[src/rtl/serial_collect_pkg.sv]
// Shared definitions for the serial word collector: default word width,
// collector state encoding, counter-width and even-parity helpers.
package serial_collect_pkg;

    localparam int DEFAULT_WIDTH = 4;

    typedef enum logic [0:0] {
        COLLECT = 1'b0,
        PARITY  = 1'b1
    } collect_state_e;

    // Bits needed to hold a count from 0 up to and including width.
    function automatic int cnt_w(input int width);
        return $clog2(width + 1);
    endfunction

    // Even parity over up to 32 bits; unused upper bits are passed as zero.
    function automatic logic even_parity(input logic [31:0] data);
        return ^data;
    endfunction

endpackage

[src/rtl/word_hold_reg.sv]
// One-entry output slot for the serial word collector.
// Accepts a completed word when empty or when its current word drains in the
// same cycle; otherwise the incoming word is dropped and overrun is set.
// overrun is sticky until ovr_clr, and a simultaneous drop beats the clear.
module word_hold_reg
    import serial_collect_pkg::*;
#(
    parameter int WIDTH = DEFAULT_WIDTH
) (
    input  logic             clk,
    input  logic             rst,
    input  logic             load_req,
    input  logic [WIDTH-1:0] load_word,
    input  logic             load_perr,
    input  logic             word_ready,
    input  logic             ovr_clr,
    output logic [WIDTH-1:0] word_out,
    output logic             word_valid,
    output logic             parity_err,
    output logic             overrun
);

    logic [WIDTH-1:0] word_q, word_d;
    logic             valid_q, valid_d;
    logic             perr_q, perr_d;
    logic             ovr_q, ovr_d;
    logic             drain_s;
    logic             slot_free_s;

    // Slot arbitration: load beats drain, drop sets overrun.
    always_comb begin
        drain_s     = valid_q && word_ready;
        slot_free_s = !valid_q || drain_s;
        word_d      = word_q;
        valid_d     = valid_q;
        perr_d      = perr_q;
        ovr_d       = ovr_q;

        if (load_req && slot_free_s) begin
            word_d  = load_word;
            perr_d  = load_perr;
            valid_d = 1'b1;
        end else if (drain_s) begin
            valid_d = 1'b0;
        end else begin
            valid_d = valid_q;
        end

        if (load_req && !slot_free_s) begin
            ovr_d = 1'b1;
        end else if (ovr_clr) begin
            ovr_d = 1'b0;
        end else begin
            ovr_d = ovr_q;
        end
    end

    // Slot and flag registers.
    always_ff @(posedge clk or posedge rst) begin
        if (rst) begin
            word_q  <= {WIDTH{1'b0}};
            valid_q <= 1'b0;
            perr_q  <= 1'b0;
            ovr_q   <= 1'b0;
        end else begin
            word_q  <= word_d;
            valid_q <= valid_d;
            perr_q  <= perr_d;
            ovr_q   <= ovr_d;
        end
    end

    assign word_out   = word_q;
    assign word_valid = valid_q;
    assign parity_err = perr_q;
    assign overrun    = ovr_q;

endmodule

[src/rtl/serial_word_collector.sv]
// Serial-to-parallel word collector fed by the universal shift register.
// Bits are shifted into an accumulator LSB-first or MSB-first (direction
// latched on bit 0 of each word). A completed word is staged for one clock
// and then offered to the word_hold_reg output slot, so word_valid rises one
// clock after the last accepting edge.
// Optional build macro PARITY_CHECK_EN: each frame carries a trailing
// even-parity bit; bit_count holds at WIDTH while that bit is awaited.
module serial_word_collector
    import serial_collect_pkg::*;
#(
    parameter int WIDTH = DEFAULT_WIDTH
) (
    input  logic                     clk,
    input  logic                     rst,
    input  logic                     bit_in,
    input  logic                     bit_valid,
    input  logic                     msb_first,
    input  logic                     flush,
    input  logic                     word_ready,
    input  logic                     ovr_clr,
    output logic [WIDTH-1:0]         word_out,
    output logic                     word_valid,
    output logic [cnt_w(WIDTH)-1:0]  bit_count,
    output logic                     overrun,
    output logic                     parity_err
);

    localparam int CW = cnt_w(WIDTH);
    localparam logic [CW-1:0] CNT_ZERO = {CW{1'b0}};
    localparam logic [CW-1:0] CNT_ONE  = CW'(1);
    localparam logic [CW-1:0] CNT_LAST = CW'(WIDTH - 1);
`ifdef PARITY_CHECK_EN
    localparam logic [CW-1:0] CNT_FULL = CW'(WIDTH);
`endif

    logic [WIDTH-1:0] acc_q, acc_d;
    logic [CW-1:0]    cnt_q, cnt_d;
    logic             dir_q, dir_d;
    collect_state_e   state_q, state_d;
    logic             pend_q, pend_d;
    logic [WIDTH-1:0] pend_word_q, pend_word_d;
    logic             pend_perr_q, pend_perr_d;
    logic             dir_eff_s;
    logic [WIDTH-1:0] shifted_s;

    // Accumulate bits, track position and direction, stage completed frames.
    always_comb begin
        dir_eff_s   = (cnt_q == CNT_ZERO) ? msb_first : dir_q;
        shifted_s   = dir_eff_s ? {acc_q[WIDTH-2:0], bit_in}
                                : {bit_in, acc_q[WIDTH-1:1]};
        acc_d       = acc_q;
        cnt_d       = cnt_q;
        dir_d       = dir_q;
        state_d     = state_q;
        pend_d      = 1'b0;
        pend_word_d = pend_word_q;
        pend_perr_d = pend_perr_q;

        if (flush) begin
            // Flush beats any bit in the same cycle, including a completing one.
            acc_d   = {WIDTH{1'b0}};
            cnt_d   = CNT_ZERO;
            state_d = COLLECT;
        end else if (bit_valid) begin
            case (state_q)
                COLLECT: begin
                    dir_d = dir_eff_s;
                    if (cnt_q == CNT_LAST) begin
`ifdef PARITY_CHECK_EN
                        acc_d   = shifted_s;
                        cnt_d   = CNT_FULL;
                        state_d = PARITY;
`else
                        acc_d       = {WIDTH{1'b0}};
                        cnt_d       = CNT_ZERO;
                        pend_d      = 1'b1;
                        pend_word_d = shifted_s;
                        pend_perr_d = 1'b0;
`endif
                    end else begin
                        acc_d = shifted_s;
                        cnt_d = cnt_q + CNT_ONE;
                    end
                end
`ifdef PARITY_CHECK_EN
                PARITY: begin
                    // Incoming bit is the even-parity bit for the held data.
                    acc_d       = {WIDTH{1'b0}};
                    cnt_d       = CNT_ZERO;
                    state_d     = COLLECT;
                    pend_d      = 1'b1;
                    pend_word_d = acc_q;
                    pend_perr_d = bit_in ^ even_parity(32'(acc_q));
                end
`endif
                default: begin
                    acc_d   = {WIDTH{1'b0}};
                    cnt_d   = CNT_ZERO;
                    state_d = COLLECT;
                end
            endcase
        end else begin
            acc_d = acc_q;
        end
    end

    // Collector state registers.
    always_ff @(posedge clk or posedge rst) begin
        if (rst) begin
            acc_q       <= {WIDTH{1'b0}};
            cnt_q       <= CNT_ZERO;
            dir_q       <= 1'b0;
            state_q     <= COLLECT;
            pend_q      <= 1'b0;
            pend_word_q <= {WIDTH{1'b0}};
            pend_perr_q <= 1'b0;
        end else begin
            acc_q       <= acc_d;
            cnt_q       <= cnt_d;
            dir_q       <= dir_d;
            state_q     <= state_d;
            pend_q      <= pend_d;
            pend_word_q <= pend_word_d;
            pend_perr_q <= pend_perr_d;
        end
    end

    assign bit_count = cnt_q;

    word_hold_reg #(
        .WIDTH (WIDTH)
    ) u_hold (
        .clk        (clk),
        .rst        (rst),
        .load_req   (pend_q),
        .load_word  (pend_word_q),
        .load_perr  (pend_perr_q),
        .word_ready (word_ready),
        .ovr_clr    (ovr_clr),
        .word_out   (word_out),
        .word_valid (word_valid),
        .parity_err (parity_err),
        .overrun    (overrun)
    );

endmodule
[config.mk]
export PLATFORM = sky130hd
export DESIGN_NAME = serial_word_collector
export DESIGN_NICKNAME = d
export VERILOG_FILES = /design/src/rtl/serial_collect_pkg.sv /design/src/rtl/word_hold_reg.sv /design/src/rtl/serial_word_collector.sv
export SDC_FILE = /design/constraint.sdc
export NUM_CORES = 1
export LEC_CHECK = 0
export ABC_AREA = 0
export BUFFER_PORTS_ARGS = -buffer_cell sky130_fd_sc_hd__clkbuf_2
export CAP_MARGIN = 20
export CORE_MARGIN = 3
export CORE_UTILIZATION = 45
export CTS_CLUSTER_SIZE = 8
export DETAILED_ROUTE_END_ITERATION = 12
export PLACE_DENSITY_LB_ADDON = 0.15
export SETUP_SLACK_MARGIN = 0.05
export SLEW_MARGIN = 20
export SYNTH_ARGS = -nofsm -noshare
export SYNTH_HDL_FRONTEND = slang
export SYNTH_SLANG_ARGS = --single-unit
[constraint.sdc]
create_clock -name clk -period 1.37 [get_ports clk]
set_input_delay 0 -clock clk [delete_from_list [all_inputs] [get_ports clk]]
set_output_delay 0 -clock clk [all_outputs]
set_load 0.005 [all_outputs]
==> impl_metrics.ini, run 1 <==
[clock_network]
cts_buffers = 3
root_buffer = clkbuf_4
tritoncts = done
clk-insertion-delay-late_ns = 0.30
clock_sink_count = 19
total_number_of_h_tree_levels = 1
cts.clk_slew.worst_paths_ns = 0.11
clockBufferDepth = 2

[timing]
fmaxAchievable_ghz = 0.608
post-route-worst-setup-slack_ns = -0.275
setup-violations-final = 8
unrepaired_setup_endpoints_after_global_routing = true
timing.final.hold_violations = 0
final_period_minus_worst_setup_slack_ns = 1.64
period_share_pct = 120
report.final.slew_viol_count = 0
worst_clock_skew_ns = 0.00444

[place]
finalWeightedCongestion = 0.746
post_placement_cell_area_um2 = 945
hpwl_um = 989
pre_cts_slack_ns = -0.212
buffer_ports.inserted = 16

[detailed_routing]
drt-initial-drc-count = 13
post-route-drc-count = 0
first_pass_iters = 3
routed_wl_um = 1510
final_antenna_net_count = 0
wl_per_cell_um = 12.1
num_vias = 596
avgViaCountPerCell = 4.77

[synth]
syn_nets = 82
synth_sequential_area_ratio_pct = 58.9
post_synth.cell_area_avg_um2 = 11.2
netlist_area_um2 = 807
yosys_register_bits = 19
synth-warning-count = 0
syn-instance-count = 72
netlist-cell-type-count = 18

[setup_path]
start_kind = flip-flop
arrival_ns = 1.84
worst-setup-path-type = reg -> reg
path_delay_family = multiplexers
timing.critical_path.cells = inv_2 > ha_4 > nor2b_4 > mux2i_4 > mux2i_2 > o21ai_1
timing.critical_path.buf_inv = 1
cpMaxStageDelayCell = dfrtp_1
worst-path-max-fanout = 5
timing.critical_path.required_ns = 1.57
crit_path_max_incr_delay_ns = 0.40
timing.critical_path.to_type = flip-flop

[global_routing]
largest_net_degree_at_the_start_of_global_routing = 20
gr-usage-all-layers_pct = 15.2
globalRouteOverflowTotal = 0
grt_pass1_vias = 591
grt_first_pass_wirelength_um = 2690
grt_antenna_before_repair = 0

[power]
irDropWorstVdd_uv = 617
power_density_nw_per_um2 = 1100
design_power_total_w = 0.00118
leakagePower_nw = 0.533

[floorplan]
floorplan.initialDensity_pct = 50.6
num_io_pins = 18
fp.coreArea_um2 = 1590
chipHeight_um = 48.4
dieArea_um2 = 2340
floorplan.die.width_um = 48.4
rows = 14

[final_layout]
finalNetCount = 112
ff_latch_area_um2 = 475
utilization_pct = 67.0
syn2layout_area_growth_pct = 32.4
insertedDiodeCount = 0
area_taken_by_multi_input_logic_gates_um2 = 342
share_of_layout_cells_above_drive_strength_1_pct = 39.6
final_area_um2 = 1070
layout.filler_cells = 125

[outcome]
result_of_the_run = finished with violations
failed_checks = setup timing

[job]
maxCapViolCount = 0

[hold_path]
timing.hold.worst.class = in -> reg
-- path summary, 6_finish.rpt --
kind	start	to	slack (ns)	depth (start not counted)
max	bit_count[1]$_DFFE_PP0P_	acc_q[1]$_DFFE_PP0P_	-0.27	6
min	bit_in	acc_q[0]$_DFFE_PP0P_	0.02	3
max reg2reg	bit_count[1]$_DFFE_PP0P_	acc_q[1]$_DFFE_PP0P_	-0.27	6
min reg2reg	pend_q$_DFF_PP0_	u_hold.word_valid$_DFFE_PP0P_	0.48	2
max in group asynchronous	rst	pend_word_q[1]$_DFFE_PP0P_	0.93	4
min in group asynchronous	rst	acc_q[1]$_DFFE_PP0P_	0.24	4
-- registers in the layout, indices dropped and copies added (netlist names) --
signal	count
acc_q	4
pend_q	1
pend_word_q	4
dir_q	1
u_hold.word_valid	1
u_hold.overrun	1
u_hold.word_out	4
bit_count	3
-- worst min-delay path: stages --
cell,delay [ns]
clkbuf_2,0.09
mux2i_1,0.08
o21ai_1,0.11
-- through the flow --
| stage | cells | TNS [ns] | hold WS (ns) |
|---|---|---|---|
| global placement | 115 | -1.35 | 0.00794 |
| finish | 125 | -1.82 | 0.0201 |
| global route | 125 | -2.38 | 0.0150 |
| detailed placement | 115 | -1.54 | 0.0194 |
| floorplan | 72 | -1.03 | -0.0489 |
| CTS | 124 | -1.78 | 0.0225 |
-- per-layer routing --
| metal | up-vias | share of wire (%) | routed length, um | track usage [%] |
|---|---|---|---|---|
| met5 | - | 0 | 0 | 0 |
| met4 | 0 | 3.9 | 59 | 10.9 |
| met3 | 7 | 4.2 | 64 | 3.37 |
| met2 | 16 | 47 | 711 | 22.5 |
| met1 | 281 | 45 | 679 | 19.6 |
| li1 | 292 | - | - | - |
-- layout by cell type, fill, tap and decap left out, types with 2 or more instances in the layout --
cell type	instances
clkbuf_2	16
mux2i_2	2
dlygate4sd3_1	5
nor2_1	5
inv_1	5
mux2_2	4
inv_2	2
buf_4	5
nand2b_1	3
o21ai_1	6
clkbuf_4	3
a21oi_1	3
mux2i_1	2
nand2_1	9
dfrtp_1	19
-- where the power goes --
| part | internal, W | leakage, nW | switching (W) |
|---|---|---|---|
| Combinational | 0.000117 | 0.261 | 0.000103 |
| Sequential | 0.000628 | 0.255 | 0.0000386 |
| Clock | 0.000109 | 0.0177 | 0.000181 |
-- area by class of cell --
type / instances / share of cell area [%]
Clock buffer: 3 / 2.11
Clock inverter: 1 / 0.468
Inverter: 7 / 2.46
Multi-Input combinational cell: 45 / 32.0
Sequential cell: 19 / 44.5
Tap cell: 24 / 2.81
Timing Repair Buffer: 26 / 15.7
-- cell usage after synthesis, drive strengths merged --
library cell	count	area (um2)
buf	1	7.51
a211oi	1	7.51
nand2b	4	25.0
nand2	9	33.8
o21ai	7	35.0
a21oi	4	20.0
mux2	4	45.0
ha	2	25.0
nor2b	1	8.76
o22ai	1	6.26
dfrtp	19	475
mux2i	5	62.6
conb	1	3.75
nor2	6	25.0
inv	7	26.3
-- what timing repair did --
action	CTS	global route
pin swaps	0	3
hold buffers	5	0
hold endpoints to repair	22	0
endpoints found under the setup margin	9	11
setup buffers	0	1
resized for setup	0	12
-- cell families (layout without fill, tap and decap cells) --
kind of cell             count (synthesis)  after routing  share of synthesized area, %
other                                    1              1                         0.465
adder cells (fa/ha/maj)                  2              2                          3.10
AND/OR/NAND/NOR                         20             20                          11.5
buffers and inverters                    8             37                          4.19
multiplexers                             9              9                          13.3
AO/OA/AOI/OAI                           13             13                          8.53
flip-flops                              19             19                          58.9
(Power assumes the default switching activity.)
==> run 2, diff against run 1 <==
==> constraint.sdc (replaced) <==
create_clock -name clk -period 1.37 [get_ports clk]
set_input_delay 0.137 -clock clk [delete_from_list [all_inputs] [get_ports clk]]
set_output_delay 0.137 -clock clk [all_outputs]
set_load 0.005 [all_outputs]
==> run 2 against run 1 <==
Net effect:
- the flow still finishes with violations (setup timing)
- maximum frequency barely moved
- clock-buffer cell count did not move
- first-iteration DRC count grew 15%
- non-clock buffer count is 3 lower
- global-route usage shrank 0.66 points
- combinational power fell by 3%
- flip-flop and latch count unchanged
- clock skew about the same
- sequential power about the same
- critical path type unchanged
- critical endpoint unchanged
- highest routed layer unchanged
==> impl_metrics.ini, run 2 (synthesis results as in run 1) <==
[floorplan]
floorplan.initialDensity_pct = 50.6
floorplan.die.width_um = 48.4
rows = 14
chipHeight_um = 48.4
num_io_pins = 18
dieArea_um2 = 2340
fp.coreArea_um2 = 1590

[clock_network]
root_buffer = clkbuf_4
cts_buffers = 3
cts.clk_slew.worst_paths_ns = 0.11
tritoncts = done
clock_sink_count = 19
total_number_of_h_tree_levels = 1
clockBufferDepth = 2
clk-insertion-delay-late_ns = 0.30

[global_routing]
grt_first_pass_wirelength_um = 2570
grt_pass1_vias = 576
largest_net_degree_at_the_start_of_global_routing = 20
globalRouteOverflowTotal = 0
grt_antenna_before_repair = 0
gr-usage-all-layers_pct = 14.5

[final_layout]
layout_common_cells = dfrtp_1 (19), clkbuf_2 (16), nand2_1 (9)
utilization_pct = 65.1
layout.filler_cells = 129
ff_latch_area_um2 = 475
final_cells = 122
area_taken_by_multi_input_logic_gates_um2 = 342
finalNetCount = 109
share_of_layout_cells_above_drive_strength_1_pct = 40.8
insertedDiodeCount = 0
syn2layout_area_growth_pct = 28.7
final_common_cell = dfrtp_1

[place]
finalWeightedCongestion = 0.746
hpwl_um = 989
placed_cells = 115
pre_cts_slack_ns = -0.212
buffer_ports.inserted = 16

[setup_path]
timing.critical_path.to_type = flip-flop
worst-path-max-fanout = 5
r2r_slack_ns = -0.28
rr_startpoint = bit_count[1]$_DFFE_PP0P_
timing.critical_path.required_ns = 1.56
arrival_ns = 1.84
worst_r2r_dst = acc_q[1]$_DFFE_PP0P_
reg2regPathDepth = 6
worst-setup-path-type = reg -> reg
start_kind = flip-flop

[hold_path]
timing.hold.worst.start = ovr_clr
whs_endpoint = u_hold.overrun$_DFFE_PP0P_
min_delay_path_depth = 2
timing.hold.worst.class = in -> reg

[timing]
fmaxAchievable_ghz = 0.608
final_period_minus_worst_setup_slack_ns = 1.65
unrepaired_setup_endpoints_after_global_routing = true
timing.final.hold_violations = 0
report.final.slew_viol_count = 0
setup-violations-final = 8
worst_clock_skew_ns = 0.00423
finalHoldWorstSlack_ns = 0.0188
period_share_pct = 120
post-route-worst-setup-slack_ns = -0.275

[detailed_routing]
avgViaCountPerCell = 4.82
drt-initial-drc-count = 15
first_pass_iters = 3
final_antenna_net_count = 0
routed_wl_um = 1450
num_vias = 588
wl_per_cell_um = 11.9
post-route-drc-count = 0

[outcome]
failed_checks = setup timing
result_of_the_run = finished with violations

[job]
maxCapViolCount = 0

[power]
power_density_nw_per_um2 = 1120
irDropWorstVdd_uv = 618
leakagePower_nw = 0.521
design_power_total_w = 0.00117
## run 2: changes by cell type in the layout (fill, tap and decap cells not counted)
cell	change
dlygate4sd3_1	-3
## run 2: worst max-delay path, cell delays in order, from the launching register on
cell and delay (ns):
dfrtp_1 0.40, inv_2 0.07, ha_4 0.12, nor2b_4 0.16
mux2i_4 0.36, mux2i_2 0.33, o21ai_1 0.11
## run 2: where the power goes
group          total [W]  switching [W]  leakage, nW  internal, W
sequential      0.000666      0.0000385        0.255     0.000628
combinational   0.000212       0.000101        0.248     0.000111
clock           0.000290       0.000181       0.0177     0.000109
## run 2: worst max-delay path by stage
stage                                         from                    endpoint  slack [ns]  cells after the start
final                     bit_count[1]$_DFFE_PP0P_        acc_q[1]$_DFFE_PP0P_       -0.28                      6
after global routing      bit_count[0]$_DFFE_PP0P_        acc_q[1]$_DFFE_PP0P_       -0.34                      6
after detailed placement  bit_count[0]$_DFFE_PP0P_  pend_word_q[1]$_DFFE_PP0P_       -0.21                      6
after CTS                 bit_count[0]$_DFFE_PP0P_  pend_word_q[1]$_DFFE_PP0P_       -0.24                      6
after floorplan           bit_count[0]$_DFFE_PP0P_  pend_word_q[0]$_DFFE_PP0P_       -0.14                      6
after global placement    bit_count[0]$_DFFE_PP0P_  pend_word_q[0]$_DFFE_PP0P_       -0.19                      6
## run 2: routing by layer
metal	global-route usage [%]	wire length [um]	up-vias
met4	10.9	59	0
met3	3.68	65	7
met2	21.1	690	16
met5	0	0	-
met1	18.5	633	280
li1	-	-	285
## run 2: area by class of cell
class	instances	area share, %
Sequential cell	19	45.8
Multi-Input combinational cell	45	32.9
Clock inverter	1	0.482
Timing Repair Buffer	23	13.3
Inverter	7	2.53
Clock buffer	3	2.17
Tap cell	24	2.89
## run 2: timing repair
item	4_1_cts	5_1_grt
pin swaps	0	3
endpoints found under the setup margin	9	11
hold endpoints to repair	20	0
cloned	0	0
gates resized for setup	0	12
hold buffers	2	0
buffers inserted	0	1
## run 2: metrics by stage
stage                     setup TNS, ns  area, um2
after floorplan                   -1.03        812
after global placement            -1.35        945
after detailed placement          -1.54        945
after CTS                         -1.78        992
after global routing              -2.38       1040
final                             -1.82       1040
